<file path="src/rtl/basic_block_window_pkg.sv">
// Shared instruction and FSM definitions for the regex basic-block execution unit.
package basic_block_window_pkg;

  localparam int OPCODE_WIDTH = 3;
  localparam int INSTR_WIDTH  = 16;
  localparam int OPCODE_MSB   = INSTR_WIDTH - 1;
  localparam int OPCODE_LSB   = INSTR_WIDTH - OPCODE_WIDTH;
  localparam int DATA_MSB     = OPCODE_LSB - 1;
  localparam int DATA_LSB     = 0;

  typedef enum logic [OPCODE_WIDTH-1:0] {
    OP_ACCEPT                = 3'd0,
    OP_SPLIT                 = 3'd1,
    OP_MATCH                 = 3'd2,
    OP_JMP                   = 3'd3,
    OP_END_WITHOUT_ACCEPTING = 3'd4,
    OP_MATCH_ANY             = 3'd5,
    OP_ACCEPT_PARTIAL        = 3'd6,
    OP_NOT_MATCH             = 3'd7
  } opcode_e;

  typedef enum logic [2:0] {
    ST_IDLE  = 3'd0,
    ST_FETCH = 3'd1,
    ST_EXEC  = 3'd2,
    ST_OUT1  = 3'd3,
    ST_OUT2  = 3'd4
  } state_e;

endpackage

</file>
<file path="src/rtl/basic_block_window_decode.sv">
// Combinational instruction decode: decides what a thread does with its current character.
module basic_block_window_decode
  import basic_block_window_pkg::*;
#(
  parameter int PC_WIDTH        = 8,
  parameter int CHARACTER_WIDTH = 8,
  parameter int MEMORY_WIDTH    = 16,
  parameter int CC_ID_BITS      = 2
) (
  input  logic [MEMORY_WIDTH-1:0]    instruction,
  input  logic [CHARACTER_WIDTH-1:0] ch,
  input  logic [PC_WIDTH-1:0]        pc,
  input  logic [CC_ID_BITS-1:0]      cc_id,
  output logic                       produce,
  output logic                       is_split,
  output logic                       accept,
  output logic [PC_WIDTH-1:0]        next_pc,
  output logic [CC_ID_BITS-1:0]      next_cc_id,
  output logic [PC_WIDTH-1:0]        split_target
);

  localparam int DATA_WIDTH = MEMORY_WIDTH - OPCODE_WIDTH;

  opcode_e                       opcode;
  logic [DATA_WIDTH-1:0]         data;
  logic [PC_WIDTH-1:0]           pc_inc;
  logic [CC_ID_BITS-1:0]         cc_inc;
  logic                          char_eq;
  logic                          unused_data;

  assign opcode      = opcode_e'(instruction[MEMORY_WIDTH-1 -: OPCODE_WIDTH]);
  assign data        = instruction[DATA_WIDTH-1:0];
  assign pc_inc      = pc + PC_WIDTH'(1);
  assign cc_inc      = cc_id + CC_ID_BITS'(1);
  assign char_eq     = (ch == data[CHARACTER_WIDTH-1:0]);
  assign unused_data = ^data;

  // Per-opcode outcome; the slot counter wraps deliberately at the end of the window.
  always_comb begin
    produce      = 1'b0;
    is_split     = 1'b0;
    accept       = 1'b0;
    next_pc      = pc_inc;
    next_cc_id   = cc_id;
    split_target = data[PC_WIDTH-1:0];
    case (opcode)
      OP_ACCEPT:         accept = (ch == '0);
      OP_SPLIT: begin
        produce  = 1'b1;
        is_split = 1'b1;
      end
      OP_MATCH: begin
        produce    = char_eq;
        next_cc_id = cc_inc;
      end
      OP_JMP: begin
        produce = 1'b1;
        next_pc = data[PC_WIDTH-1:0];
      end
      OP_END_WITHOUT_ACCEPTING: produce = 1'b0;
      OP_MATCH_ANY: begin
        produce    = 1'b1;
        next_cc_id = cc_inc;
      end
      OP_ACCEPT_PARTIAL: accept = 1'b1;
      OP_NOT_MATCH: begin
        produce    = !char_eq;
        next_cc_id = cc_inc;
      end
      default: produce = 1'b0;
    endcase
  end

endmodule

</file>
<file path="src/rtl/basic_block_window.sv">
// Regex execution unit: fetches one thread's instruction, executes it, emits up to two threads.
module basic_block_window
  import basic_block_window_pkg::*;
#(
  parameter int PC_WIDTH          = 8,
  parameter int CHARACTER_WIDTH   = 8,
  parameter int MEMORY_WIDTH      = 16,
  parameter int MEMORY_ADDR_WIDTH = 11,
  parameter int CC_ID_BITS        = 2
) (
  input  logic                                     clk,
  input  logic                                     reset,
  input  logic [(CHARACTER_WIDTH<<CC_ID_BITS)-1:0] current_characters,
  input  logic                                     input_pc_valid,
  output logic                                     input_pc_ready,
  input  logic [PC_WIDTH-1:0]                      input_pc,
  input  logic [CC_ID_BITS-1:0]                    input_cc_id,
  output logic                                     memory_valid,
  input  logic                                     memory_ready,
  output logic [MEMORY_ADDR_WIDTH-1:0]             memory_addr,
  input  logic [MEMORY_WIDTH-1:0]                  memory_data,
  output logic                                     output_pc_valid,
  input  logic                                     output_pc_ready,
  output logic [PC_WIDTH-1:0]                      output_pc,
  output logic [CC_ID_BITS-1:0]                    output_cc_id,
  output logic                                     output_pc_is_directed_to_current,
  output logic                                     accepts
);

  state_e                      state;
  logic [PC_WIDTH-1:0]         pc_q;
  logic [CC_ID_BITS-1:0]       cc_q;
  logic                        split_pending;
  logic [PC_WIDTH-1:0]         split_target_q;
  logic [CHARACTER_WIDTH-1:0]  ch;

  logic                        dec_produce;
  logic                        dec_is_split;
  logic                        dec_accept;
  logic [PC_WIDTH-1:0]         dec_next_pc;
  logic [CC_ID_BITS-1:0]       dec_next_cc_id;
  logic [PC_WIDTH-1:0]         dec_split_target;

  assign ch = current_characters[cc_q*CHARACTER_WIDTH +: CHARACTER_WIDTH];

  basic_block_window_decode #(
    .PC_WIDTH        (PC_WIDTH),
    .CHARACTER_WIDTH (CHARACTER_WIDTH),
    .MEMORY_WIDTH    (MEMORY_WIDTH),
    .CC_ID_BITS      (CC_ID_BITS)
  ) u_decode (
    .instruction  (memory_data),
    .ch           (ch),
    .pc           (pc_q),
    .cc_id        (cc_q),
    .produce      (dec_produce),
    .is_split     (dec_is_split),
    .accept       (dec_accept),
    .next_pc      (dec_next_pc),
    .next_cc_id   (dec_next_cc_id),
    .split_target (dec_split_target)
  );

  // Thread FSM with every handshake output registered so the neighbours see glitch-free signals.
  always_ff @(posedge clk) begin
    if (reset) begin
      state                            <= ST_IDLE;
      pc_q                             <= '0;
      cc_q                             <= '0;
      split_pending                    <= 1'b0;
      split_target_q                   <= '0;
      input_pc_ready                   <= 1'b1;
      memory_valid                     <= 1'b0;
      memory_addr                      <= '0;
      output_pc_valid                  <= 1'b0;
      output_pc                        <= '0;
      output_cc_id                     <= '0;
      output_pc_is_directed_to_current <= 1'b0;
      accepts                          <= 1'b0;
    end else begin
      accepts <= 1'b0;
      case (state)
        ST_IDLE: begin
          if (input_pc_valid && input_pc_ready) begin
            pc_q           <= input_pc;
            cc_q           <= input_cc_id;
            input_pc_ready <= 1'b0;
            memory_valid   <= 1'b1;
            memory_addr    <= MEMORY_ADDR_WIDTH'(input_pc);
            state          <= ST_FETCH;
          end
        end
        ST_FETCH: begin
          if (memory_ready) begin
            memory_valid <= 1'b0;
            state        <= ST_EXEC;
          end
        end
        ST_EXEC: begin
          accepts <= dec_accept;
          if (dec_produce) begin
            output_pc_valid                  <= 1'b1;
            output_pc                        <= dec_next_pc;
            output_cc_id                     <= dec_next_cc_id;
            output_pc_is_directed_to_current <= (dec_next_cc_id == cc_q);
            split_pending                    <= dec_is_split;
            split_target_q                   <= dec_split_target;
            state                            <= ST_OUT1;
          end else begin
            input_pc_ready <= 1'b1;
            state          <= ST_IDLE;
          end
        end
        ST_OUT1: begin
          if (output_pc_ready) begin
            if (split_pending) begin
              split_pending                    <= 1'b0;
              output_pc                        <= split_target_q;
              output_cc_id                     <= cc_q;
              output_pc_is_directed_to_current <= 1'b1;
              state                            <= ST_OUT2;
            end else begin
              output_pc_valid <= 1'b0;
              input_pc_ready  <= 1'b1;
              state           <= ST_IDLE;
            end
          end
        end
        ST_OUT2: begin
          if (output_pc_ready) begin
            output_pc_valid <= 1'b0;
            input_pc_ready  <= 1'b1;
            state           <= ST_IDLE;
          end
        end
        default: begin
          input_pc_ready  <= 1'b1;
          memory_valid    <= 1'b0;
          output_pc_valid <= 1'b0;
          state           <= ST_IDLE;
        end
      endcase
    end
  end

endmodule

</file>
<file path="config.mk">
export PLATFORM = sky130hd
export DESIGN_NAME = basic_block_window
export DESIGN_NICKNAME = d
export VERILOG_FILES = /design/src/rtl/basic_block_window_pkg.sv /design/src/rtl/basic_block_window_decode.sv /design/src/rtl/basic_block_window.sv
export SDC_FILE = /design/constraint.sdc
export NUM_CORES = 1
export LEC_CHECK = 0
export BUFFER_PORTS_ARGS = -buffer_cell sky130_fd_sc_hd__buf_2
export CORE_MARGIN = 10
export CORE_UTILIZATION = 54
export DETAILED_ROUTE_END_ITERATION = 6
export GPL_TIMING_DRIVEN = 0
export PLACE_DENSITY = 0.86
export SLEW_MARGIN = 20
export SYNTH_ARGS = -nofsm -noshare
export SYNTH_HDL_FRONTEND = slang
export SYNTH_SLANG_ARGS = --single-unit
</file>
<file path="constraint.sdc">
create_clock -name clk -period 4.1 [get_ports clk]
set_input_delay 1.025 -clock clk [delete_from_list [all_inputs] [get_ports clk]]
set_output_delay 1.025 -clock clk [all_outputs]
set_load 0.05 [all_outputs]
</file>
# After elaboration in Yosys (flattened, before gate mapping)

Index checks and enable logic that the tools add are counted.

$add $sub $neg: 2
Equal/unequal tests: 20
Shift-type cells: 1
Mux-type cells: 40
Bitwise operators: 4
Reductions and logical operators: 19

Operator list:

| cell                | number |
|---|---|
| $mux 8              | 4 |
| $shiftx 32x6->8     | 1 |
| $mux 1              | 16 |
| $ne 2x2->1 const B  | 8 |
| $pmux 8 s2          | 1 |
| $mux 3              | 5 |
| $pmux 3 s5          | 1 |
| $eq 3x2->1 const B  | 4 |
| $eq 3x3->1 const B  | 4 |
| $mux 2              | 5 |
| $reduce_or 3->1     | 3 |
| $add 8x1->8 const B | 1 |
| $eq 8x8->1          | 1 |
| $logic_not 8->1     | 1 |
| $reduce_and 4->1    | 2 |
| $eq 3x1->1 const B  | 2 |
| $logic_not 3->1     | 2 |
| $pmux 1 s2          | 3 |
| $pmux 1 s3          | 2 |
| $reduce_and 3->1    | 2 |
| $reduce_and 6->1    | 1 |
| $pmux 1 s5          | 1 |
| $reduce_and 5->1    | 1 |
| $not 1->1           | 4 |
| other kinds (9)     | 11 |

Register bits after elaboration: 37
Input port bits: 63
Output and inout port bits: 26

# Logic depth before layout (Yosys ltp)

Word-level depth: 6
Depth in mapped cells: 9

# Modules after synthesis

Synthesis repeated with hierarchy kept, for this count alone.

Cell total of the unflattened synthesis: 275
Area, all modules: 2306.0 µm²

By module, submodules not included:

| module                    | instances | cells an instance | area each (µm²) |
|---|---|---|---|
| basic_block_window        | 1         | 209               | 1860.5 |
| basic_block_window_decode | 1         | 66                | 445.4 |

# Worst setup path before layout

OpenSTA, ideal clock, no wires.

Path kind: input to register
From: input port memory_data[14]
To: register split_target_q[0]
Arrival time: 2.887 ns
Required time: 4.028 ns
Path slack: 1.141 ns
Stages: 8
Buffers on the path: 2
Path through: clkbuf_1 -> or3b_2 -> mux2i_1 -> o21a_2 -> and3_1 -> buf_6 -> mux2i_4 -> mux2i_1

Word-level cells in the longest chain between the ends: 4

Ends and longest elaborated chain:

| what                                     | RTL line                        | text |
|---|---|---|
| from (decl)                              | basic_block_window.sv:21        | `input logic [MEMORY_WIDTH-1:0] memory_data,` |
| $eq 3x1->1, or another cell as far along | basic_block_window_decode.sv:46 | `case (opcode)` |
| $reduce_or 3->1 (no source line)         | --                              |  |
| $pmux 1 s3 (*)                           | basic_block_window_decode.sv:46 |  |
| $reduce_and 2->1 (no source line) (*)    | --                              |  |
| to (signal assigned)                     | basic_block_window.sv:107       | `split_target_q <= dec_split_target;` |
| to (decl)                                | basic_block_window.sv:34        | `logic [PC_WIDTH-1:0] split_target_q;` |

Mark *: on every way between the ends. The rest lies on a longest branch, timed or not.
A chain may end at the register's enable or synchronous reset.

# Worst setup path in the final report

From: input port memory_data[14]
To: register split_target_q[6]

The elaborated chain is that of the path after synthesis.

==> results.md <==
| Item | Value | Unit |
|---|---|---|
| Run status | finished, final reports clean | - |
| CP peak stage delay | 480 | ps |
| Sequential cell area | 741 | um^2 |
| Cell repeated most along the worst path | mux2i_1 | - |
| Maximum number of pins on one net before global-route repair | 14 | - |
| Clock Pin Slew Worst Setup and Hold Paths | 80 | ps |
| Worst-margin pin slew | 756 | ps |
| Number of distinct library cells after synthesis | 54 | - |
| Number of max-cap violations | 0 | - |
| Reg2Reg Setup Slack | 1530 | ps |
| Clock latency on the worst-skew pair | 300 | ps |
| Critical path fanouts, max | 9 | - |
| CP Launch Point | memory_data[14] | - |
| Post-route DRC | 0 | - |
| Via count of the first global-routing pass | 2504 | - |
| Nets | 435 | - |
| Pre-Repair DR Iteration Count | 4 | - |
| Growth of design area from synthesis to finish | 24.9 | % |
| Number of antenna violations at the first check in global routing | 0 | - |
| RR Startpoint | cc_q[0] | - |
| Number of register bits inferred by synthesis | 37 | - |
| Detailed-route vias per instance | 5.76 | - |
| Routed wire per std cell | 16.2 | um |
| Number of stages on the worst hold path | 2 | - |
| Leakage power figure | 0.00136 | uW |
| TritonCTS clock tree | done | - |
| Starting utilization of the core area | 0.558 | - |
| Sum of buffers and inverters on the critical path | 2 | - |
| RSZ-0062 raised after global routing | no | - |
| Worst reg-to-reg path cell count | 9 | - |
| Global-route wire length before repair | 11.2 | mm |
| Hold buffer count at CTS | 0 | - |
| Top library cells by usage in the layout, fill and taps aside | buf_2, nand2_1, dfxtp_1 | - |
| Total chip power | 1060 | uW |
| Filler Cells Inserted | 363 | - |
| Hold Violations, Final | 0 | - |
| Number of synthesized flops with an enable pin | 0 | - |
| Per-instance average area after synthesis | 8.58 | um^2 |
| Root Buffer | clkbuf_8 | - |
| DIE AREA | 0.00758 | mm^2 |
| Leading cell type in the layout, fill and taps excluded | buf_2 | - |
| Share of the yosys chip area belonging to registers | 0.305 | - |
| Destination of the worst register-to-register timing path | split_target_q[6] | - |
| Cell row count | 24 | - |
| HPWL reported at the end of detailed placement | 5.51 | mm |
| Total count of max-transition violations in the final report | 0 | - |
| Crit-path cells | clkbuf_1 -> or3b_2 -> mux2i_1 -> o21a_2 -> and3_1 -> buf_6 -> mux2i_4 -> mux2i_1 | - |
| Number of buffers added by the clock tree synthesis step | 5 | - |
| Post-Route Utilization | 0.697 | - |
| Number of nets with antenna violations after routing | 0 | - |
| Worst-case vdd ir drop | 0.000236 | V |
| Ant. Diodes | 0 | - |
| Crit path DAT | 3190 | ps |
| Violation count after the first detailed-routing iteration | 155 | - |
| Worst path slowest cell | or3b_2 | - |
| Top post-synthesis cells by area | dfxtp_1, mux2i_1, nand2_1 | - |
| Clock sink count | 37 | - |
| Final design area excluding fillers | 0.00303 | mm^2 |
| Critical path class | in2reg | - |
| Share of post-route cells with drive strength above 1 | 0.293 | - |
| Area of combinational cells with multiple inputs | 0.00154 | mm^2 |
| CP Data Required Time | 4330 | ps |
| Element type at the critical path end | register | - |
| Fmax | 338 | MHz |
| Placeable Area | 0.00435 | mm^2 |
| Remaining max-slew budget at the tightest pin | 0.496 | - |
| Final number of setup-violating endpoints | 0 | - |
| Pwr Density | 350 | mW/mm^2 |
| Type of element launching the critical path | input port | - |
| Post-Route Skew | 3.09 | ps |
| Area share of the largest cell type after synthesis | 0.305 | - |
| Post-synth ARST share | 0 | - |
| Instance area after placement | 0.00290 | mm^2 |
| Cell family contributing the most delay on the critical path | multiplexers | - |
| # IOs | 89 | - |
| Shortest clock period the worst path allows after layout | 2960 | ps |
| Number of resized instances in the post-cts repair step | 0 | - |
| Sum Neg Setup Slack | 0 | ps |
| Final worst path period share | 0.722 | - |
| Remaining global-route overflow | 0 | - |
| Clock tree buffer depth | 2 | - |
| Total routed wirelength | 6.87 | mm |
| Overall die height | 87.1 | um |
| Mapped Area | 0.00243 | mm^2 |
| Worst hold path startpoint | output_pc[1] | - |
| Total global-route track usage | 0.180 | - |
| Capture endpoint of the worst hold path | output_pc[1] | - |
| H-tree Lvls | 2 | - |
| Number of synthesis warnings | 0 | - |
| Horizontal die dimension | 87.1 | um |
| # port buffers | 79 | - |
| Number of instances in the synthesized netlist | 283 | - |
| Classification of the worst-slack hold path | reg2reg | - |
| Cell taking the most area after synthesis | dfxtp_1 | - |
| Top FF cell, synth | dfxtp_1 | - |
| Via count of the routed design | 2443 | - |
| Postcts setup bufs | 0 | - |
| Placer's final routability congestion estimate | 0.857 | - |
==> logic make-up (layout without fill, tap and decap cells) <==
kind of cell / after synthesis / in the layout / synth area share
other cells: 1 / 3 / 0.00154
compound gates: 51 / 51 / 0.145
buf+inv: 28 / 115 / 0.0639
fa+ha+maj: 1 / 1 / 0.00515
flops: 37 / 37 / 0.305
simple gates: 116 / 116 / 0.233
xor+xnor: 13 / 13 / 0.0500
mux: 36 / 36 / 0.196
==> worst reg2reg max path, cell delays in order, from the launching register on <==
cell     delay (ps)
dfxtp_1         330
buf_6           140
buf_8           150
mux4_2          550
xnor2_2         170
o21a_2          180
and3_1          170
buf_6           120
mux2i_4         460
mux2i_1         240
==> layer usage <==
layer / vias up / global-route usage / routed length, um / part of all wire
met5: - / 0 / 0 / 0
met3: 10 / 0.0599 / 610 / 0.089
li1: 1210 / - / - / -
met2: 101 / 0.295 / 3180 / 0.46
met4: 0 / 0.0663 / 110 / 0.016
met1: 1122 / 0.213 / 2970 / 0.43
==> sequential cells by signal, indices dropped and copies added (netlist names), 2 cells and up <==
| register | count |
|---|---|
| cc_q | 2 |
| state | 3 |
| split_target_q | 8 |
| output_cc_id | 2 |
| memory_addr | 8 |
| output_pc | 8 |
==> per-stage QoR <==
step                      cells  hold slack (ps)  setup WS, ps
after global routing        424              483           998
final                       424              452          1140
after detailed placement    416              448           823
after floorplan             285              438          1140
after global placement      416              439           934
after CTS                   424              458          1120
==> report_power, final <==
part | switching, uW | internal [uW] | total, uW
combinational | 166 | 109 | 274
clock | 150 | 245 | 395
sequential | 16.2 | 377 | 393
total | 332 | 731 | 1060
==> final cells by class <==
type                            count  area share
Clock buffer                        5      0.0227
Sequential cell                    37       0.244
Inverter                            5     0.00619
Tap cell                           52      0.0214
Multi-Input combinational cell    220       0.508
Clock inverter                      3      0.0227
Buffer                             23      0.0449
Timing Repair Buffer               79       0.130
==> cell usage after synthesis (2+ instances only) <==
| cell type | n |
|---|---|
| nand2_1 | 38 |
| dfxtp_1 | 37 |
| mux2i_1 | 27 |
| nor2_1 | 24 |
| nor3_1 | 13 |
| clkbuf_1 | 12 |
| a21oi_1 | 10 |
| o21ai_0 | 10 |
| xnor2_1 | 9 |
| nand3_1 | 8 |
| o211ai_1 | 8 |
| nor4_1 | 7 |
| a311oi_1 | 6 |
| inv_1 | 5 |
| a211oi_1 | 4 |
| buf_4 | 4 |
| mux4_1 | 4 |
| nand3b_1 | 4 |
| nand4_1 | 4 |
| a22oi_1 | 3 |
| and2_1 | 3 |
| buf_6 | 3 |
| mux4_2 | 3 |
| nand2b_1 | 3 |
| xor2_1 | 3 |
| buf_1 | 2 |
| or3_1 | 2 |
==> how the worst max path moves through the flow <==
| stage | end | slack [ps] | cells past startpoint |
|---|---|---|---|
| 3_5_place_dp | split_target_q[6] | 820 | 8 |
| 4_1_cts | split_target_q[6] | 1120 | 8 |
| 6_report | split_target_q[6] | 1140 | 8 |
| 2_1_floorplan | split_target_q[0] | 1140 | 8 |
| 5_1_grt | split_target_q[6] | 1000 | 8 |
| 3_3_place_gp | split_target_q[7] | 930 | 8 |
Note: power is estimated with default switching activity, not from simulation.
